### src/rtl/uart_rx_deframer.sv
// rtl/uart_rx_deframer.sv - 8N1 UART receive deframer with a one-deep valid/ready holding register
module uart_rx_deframer #(
   parameter int CLKS_PER_BIT = 868,
   parameter int SYNC_STAGES  = 2
) (
   input  logic       clk,
   input  logic       rst_n,
   input  logic       rx_serial,
   output logic [7:0] rx_data,
   output logic       rx_valid,
   input  logic       rx_ready,
   output logic       frame_err,
   output logic       overrun_err,
   output logic       busy
);

   localparam int CW = $clog2(CLKS_PER_BIT);
   localparam logic [CW-1:0] HALF_LAST = CW'(CLKS_PER_BIT / 2 - 1);
   localparam logic [CW-1:0] BIT_LAST  = CW'(CLKS_PER_BIT - 1);

   typedef enum logic [2:0] {IDLE, START, DATA, STOP, BREAK} state_t;

   state_t                 state_q, state_d;
   logic [SYNC_STAGES-1:0] sync_q;
   logic                   rx_s;
   logic [CW-1:0]          cnt_q, cnt_d;
   logic [2:0]             bit_q, bit_d;
   logic [7:0]             shift_q, shift_d;
   logic                   deliver_q, deliver_d;
   logic                   ferr_d;

   assign rx_s = sync_q[SYNC_STAGES-1];
   assign busy = (state_q != IDLE);

   always_ff @(posedge clk or negedge rst_n) begin
      if (!rst_n) begin
         sync_q    <= '1;
         state_q   <= IDLE;
         cnt_q     <= '0;
         bit_q     <= '0;
         shift_q   <= '0;
         deliver_q <= 1'b0;
         frame_err <= 1'b0;
      end else begin
         sync_q    <= {sync_q[SYNC_STAGES-2:0], rx_serial};
         state_q   <= state_d;
         cnt_q     <= cnt_d;
         bit_q     <= bit_d;
         shift_q   <= shift_d;
         deliver_q <= deliver_d;
         frame_err <= ferr_d;
      end
   end

   // Counter counts cycles since the last sample point; each state samples when it hits its limit.
   always_comb begin
      state_d   = state_q;
      cnt_d     = cnt_q + CW'(1);
      bit_d     = bit_q;
      shift_d   = shift_q;
      deliver_d = 1'b0;
      ferr_d    = 1'b0;
      case (state_q)
         IDLE: begin
            cnt_d = '0;
            if (!rx_s) state_d = START;
         end
         START: begin
            if (cnt_q == HALF_LAST) begin
               cnt_d = '0;
               bit_d = '0;
               state_d = rx_s ? IDLE : DATA;
            end
         end
         DATA: begin
            if (cnt_q == BIT_LAST) begin
               cnt_d   = '0;
               shift_d = {rx_s, shift_q[7:1]};
               if (bit_q == 3'd7) state_d = STOP;
               else               bit_d   = bit_q + 3'd1;
            end
         end
         STOP: begin
            if (cnt_q == BIT_LAST) begin
               cnt_d = '0;
               if (rx_s) begin
                  deliver_d = 1'b1;
                  state_d   = IDLE;
               end else begin
                  ferr_d  = 1'b1;
                  state_d = BREAK;
               end
            end
         end
         BREAK: begin
            cnt_d = '0;
            if (rx_s) state_d = IDLE;
         end
         default: state_d = IDLE;
      endcase
   end

   // Holding register: a load may coincide with an accept, so a full register only overruns without ready.
   always_ff @(posedge clk or negedge rst_n) begin
      if (!rst_n) begin
         rx_data     <= 8'h00;
         rx_valid    <= 1'b0;
         overrun_err <= 1'b0;
      end else begin
         overrun_err <= 1'b0;
         if (deliver_q) begin
            if (!rx_valid || rx_ready) begin
               rx_data  <= shift_q;
               rx_valid <= 1'b1;
            end else begin
               overrun_err <= 1'b1;
            end
         end else if (rx_valid && rx_ready) begin
            rx_valid <= 1'b0;
         end
      end
   end

endmodule

### config.mk
export PLATFORM = sky130hd
export DESIGN_NAME = uart_rx_deframer
export DESIGN_NICKNAME = d
export VERILOG_FILES = /design/src/rtl/uart_rx_deframer.sv
export SDC_FILE = /design/constraint.sdc
export NUM_CORES = 1
export LEC_CHECK = 0
export ABC_AREA = 1
export BUFFER_PORTS_ARGS = -buffer_cell sky130_fd_sc_hd__buf_2
export CELL_PAD_IN_SITES_DETAIL_PLACEMENT = 1
export CELL_PAD_IN_SITES_GLOBAL_PLACEMENT = 2
export CORE_MARGIN = 2
export CORE_UTILIZATION = 35
export CTS_CLUSTER_SIZE = 28
export DETAILED_ROUTE_END_ITERATION = 8
export PLACE_DENSITY = 0.77
export RECOVER_POWER = 25
export SLEW_MARGIN = 25
export SYNTH_ARGS = -nofsm -noshare
export SYNTH_HDL_FRONTEND = slang
export SYNTH_SLANG_ARGS = --single-unit
### constraint.sdc
create_clock -name clk -period 3.4 [get_ports clk]
set_clock_uncertainty 0.1 [all_clocks]
set_input_delay 0.51 -clock clk [delete_from_list [all_inputs] [get_ports clk]]
set_output_delay 0.51 -clock clk [all_outputs]
set_load 0.005 [all_outputs]
-- Yosys cells after proc, flatten, opt, wreduce, memory -nomap -nowiden
Index checks and enable logic that the tools add are counted.
- eq/ne operators: 15
- muxes and demuxes: 27
- add/subtract/negate cells: 2
- reductions and logical operators: 14
- operators by type and width (kind ; number):
    3-bit 2-to-1 mux ; 10
    10-bit case mux with 3 select lines ; 1
    10-bit 2-to-1 mux ; 2
    3-bit case mux with 5 select lines ; 1
    2-bit != test (second input constant) ; 7
    1-bit 2-to-1 mux ; 11
    10-bit by 1-bit adder with 10-bit output (second input constant) ; 1
    10-bit equality test (second input constant) ; 1
    10-bit by 9-bit equality test with 1-bit output (second input constant) ; 1
    3-bit by 2-bit equality test with 1-bit output (second input constant) ; 2
    3-bit equality test (second input constant) ; 2
    3-bit case mux with 2 select lines ; 1
    2-bit AND reduction ; 3
    6-bit AND reduction ; 1
    4-bit AND reduction ; 1
    2-bit nonzero test ; 2
    2-bit OR reduction ; 2
    3-bit by 1-bit adder with 3-bit output (second input constant) ; 1
    3-bit by 1-bit equality test with 1-bit output (second input constant) ; 1
    3-bit logical NOT ; 1
    3-bit nonzero test ; 1
    2-bit 2-to-1 mux ; 1
    2-bit by 1-bit != test with 1-bit output (second input constant) ; 1
    1-bit logical AND ; 1
    2 further kinds ; 2
- bits in registers: 38
- output and inout bits: 12
- bits of input ports: 4
- logic and storage cells: 68

-- Longest topological paths before layout
- depth in word-level cells: 4
- gate-level depth with buffers: 10
- depth with buffers taken out: 10

-- Worst setup path before layout
OpenSTA, ideal clock, no wires.
- path kind: reg2reg
- from: register cnt_q[0]
- to: register cnt_q[3]
- library setup time: 0.125 ns
- arrival: 1.255 ns
- cell stages (with the launch flop): 9
- buffers on the path: 0
- data required time: 3.175 ns
- period minus slack after synthesis: 1.480 ns
- setup slack: 1.920 ns
- cell sequence: dfrtp_1 > ha_1 > nand2_1 > nor2_2 > nand2_2 > nand2_2 > nand3_2 > nand2_1 > nor2_1
- word-level cells in the longest chain between the ends: 3
- elaborated cells on any way between the ends: 6
- classes of those cells: 1 x add/sub; 2 x eq/ne; 3 x mux
- ends and longest elaborated chain (what ; RTL line ; text):
    start: declaration ; 26 ; logic [CW-1:0] cnt_q, cnt_d;
    start signal: assignment ; 47 ; cnt_q <= cnt_d;
    10-bit by 1-bit adder with 10-bit output, or another cell as far along ; 58 ; cnt_d = cnt_q + CW'(1);
    10-bit 2-to-1 mux (on tied branches) ; 76, 84, 69 ;
    10-bit case mux with 3 select lines (*) ; 63 ; case (state_q)
    named net cnt_d[3] ; 26 ;
The timed path passes the listed nets; every way through them passes the cells marked *.
A chain may end at the register's enable or synchronous reset.

==> metrics.txt <==
final core utilization=0.409; Core ar.=5110 µm²; drt pass-1 iters=4; GP Congestion=0.751; flops & latches, synth=38; Final Cell Area=2090 µm²; violations in the final reports=max-capacitance violations, max-slew violations; Static Leak=1.01 nW; setup bufs post-CTS=0; Worst-Margin Slew=2.05 ns; CTS tree=done; gr busiest metal=met2; Adder-Cell Fraction of Synth Area=0.0269; setup TNS=0 ns; total inserted antenna cells=0; Synth Area in Compound Gates=0.0853; YS warnings=0; critical-path cell list=clkbuf_1; fin worst setup slack=1.33 ns; post-CTS sizing=0; share of layout cells above drive strength 1=0.236; CTS clk-pin slew, worst paths=0.08 ns; DR iter-0 viols=between 60 and 70; Post-Synth XOR/XNOR Area=0.00470; data required time of the critical path=3.29 ns; Max-cap violations=1; setup repair after global routing missed its margin=false; P per Cell Area=380 nW/µm²; Data arrival, critical path=1.96 ns; register area=around 950 µm²; largest net degree at the start of global routing=39; Max transition margin=-0.368; Hold Slack=0.212 ns; mux share of post-synthesis cell area=0.00604; Syn Nets=221; Yosys top cell area share=0.484; Vias=1,376; slowest stage delay, CP=approximately 1.4 ns; Total Wirelength=3.79 mm; Clock Latency Late Sink=0.29 ns; Yosys cell types=29; Setup WS pre-CTS=~1.7 ns; H-tree depth=2; DIE AREA=between 5000 and 6000 µm²; Final period util=0.610; IO Port Bufs=15; largest cells by area after synthesis=dfrtp_1 (48%), nand2_1 (10%), inv_1 (5.4%); Gate Count Post-Synth=between 200 and 250; GRT overflow=0; via/cell ratio=4.54; Worst setup SP type=primary input; sequential fraction of the synthesis area=0.512; CP max stage cell=clkbuf_1; Area Growth Syn to Fin=12.2%; All-Layer GR Usage=0.144; Fill cells=645; final max-slew violation count=39; Clock Sinks=38; clock buffer depth=2; Die X=between 70 and 80 µm; Yosys top cell by area=dfrtp_1; drt wl/cell=12.5 µm; Crit. End Element=async pin; Simple-Gate Fraction of Synth Area=0.277; CP bufs+invs=1; status=finished, violations left; WS Path Type=in -> async; area occupied by multi-input gates=744 µm²; Tmin final=between 2 and 2.5 ns; CP max FO=38; vias in the first global route=1,348; # setup viols final=0; DP Wirelength=2.80 mm; Syn Area/Cell=roughly 8.7 µm²; # DRC=0; GR Util met3=0.0376; GR Util met2=0.214; initial core utilization=0.365; io pins=16; HP Class=in -> reg; first-pass GRT wire length=6.69 mm; placed cell areas=2000 µm²; main combinational cell family by area after synthesis=simple AND/OR/NAND/NOR gates; Post-DRT Antenna Nets=0; met1 Use GR=0.203; CTS Buf Count=5; Root Driver=clkbuf_8; Hold Vio Cnt, Final=0; Die Y=between 70 and 80 µm; FMAX=482 MHz; initial antenna violation count=0; Crit path max-delay family=buffers and inverters; Rows=26; VDD IR max=156 µV; Nets=240; # hold bufs at CTS=0; Cell Area, Synth=1860 µm²
## worst reg2reg max path: cells and delay by family, from the launching register on
| kind | cells | cell delay [ns] |
|---|---|---|
| and+or+nand+nor | 7 | 0.83 |
| DFF | 1 | 0.46 |
| adders and majority gates | 1 | 0.23 |
## sequential cells by signal (all words and copies together), names as in the netlist
register     count
rx_valid         1
frame_err        1
state_q          3
bit_q            3
deliver_q        1
sync_q           2
rx_data          8
shift_q          8
overrun_err      1
cnt_q           10
## layout by cell type, fill, tap and decap left out
master,synthesis,layout
clkbuf_8,0,6
nand4_1,5,5
nand3_2,2,2
mux2_2,1,1
nor2_2,2,2
clkinv_1,1,1
nor2_4,1,1
o21ai_1,5,5
nand3_1,15,15
buf_2,0,14
nand2_2,5,5
a31oi_1,3,3
clkbuf_1,1,1
clkinvlp_4,0,1
dfrtp_1,36,36
dfstp_2,2,2
nand2_1,52,52
o21ai_0,9,9
ha_1,4,4
clkinv_2,0,1
xor2_1,1,1
o21ai_2,8,8
nor3_4,1,1
or2_0,2,2
nor2_1,11,11
nor3_2,2,2
inv_2,8,8
inv_1,27,27
nand3_4,1,1
nor3_1,5,5
nor4_1,1,1
## where the power goes
group	switching, W	internal (W)	leakage (nW)
registers	0.00000104	0.000454	0.509
logic	0.0000104	0.00000145	0.453
clock network	0.000163	0.000163	0.0472
## cells in the mapped netlist (all sizes together)
master / number
nand3: 18
xor2: 1
nor2: 14
or2: 2
dfstp: 2
nor3: 8
inv: 35
nand2: 57
nand4: 5
a31oi: 3
nor4: 1
buf: 2
dfrtp: 36
clkinv: 1
mux2: 1
clkbuf: 1
ha: 4
o21ai: 22
## area by class of cell
| type | count | share of cell area |
|---|---|---|
| Sequential cell | 38 | 0.456 |
| Multi-Input combinational cell | 136 | 0.356 |
| Inverter | 36 | 0.0647 |
| Tap cell | 70 | 0.0419 |
| Clock buffer | 6 | 0.0395 |
| Timing Repair Buffer | 15 | 0.0353 |
| Clock inverter | 2 | 0.00599 |
## routing by layer
metal  part of all wire  vias to the layer above
met2               0.42                       22
met5                  0                        -
met1               0.53                      634
met3              0.037                        4
li1                   -                      716
met4             0.0095                        0
## final timing paths
kind	from	end	slack (ns)	cells after the start
worst max-delay path	rst_n	deliver_q$_DFF_PN0_	1.33	1
worst min-delay path	rx_serial	sync_q[0]$_DFF_PN1_	0.21	1
worst max register to register	cnt_q[0]$_DFF_PN0_	cnt_q[3]$_DFF_PN0_	1.67	8
worst min register to register	sync_q[0]$_DFF_PN1_	sync_q[1]$_DFF_PN1_	0.26	0
max in group clk	state_q[1]$_DFFE_PN0P_	busy	1.64	3
min in group asynchronous	rst_n	cnt_q[5]$_DFF_PN0_	0.70	1
## metrics by stage
stage,std cells,power [W]
floorplan,213,0.000465
global placement,295,0.000477
detailed placement,295,0.000477
CTS,303,0.000812
global route,303,0.000835
finish,303,0.000793
## cell families (layout without fill, tap and decap cells)
group | after synthesis | count (layout)
AO/OA/AOI/OAI | 25 | 25
XOR/XNOR | 1 | 1
adder cells (fa/ha/maj) | 4 | 4
buffers and inverters | 39 | 59
flip-flops | 38 | 38
multiplexers | 1 | 1
AND/OR/NAND/NOR | 105 | 105
Note: power is estimated with default switching activity, not from simulation.
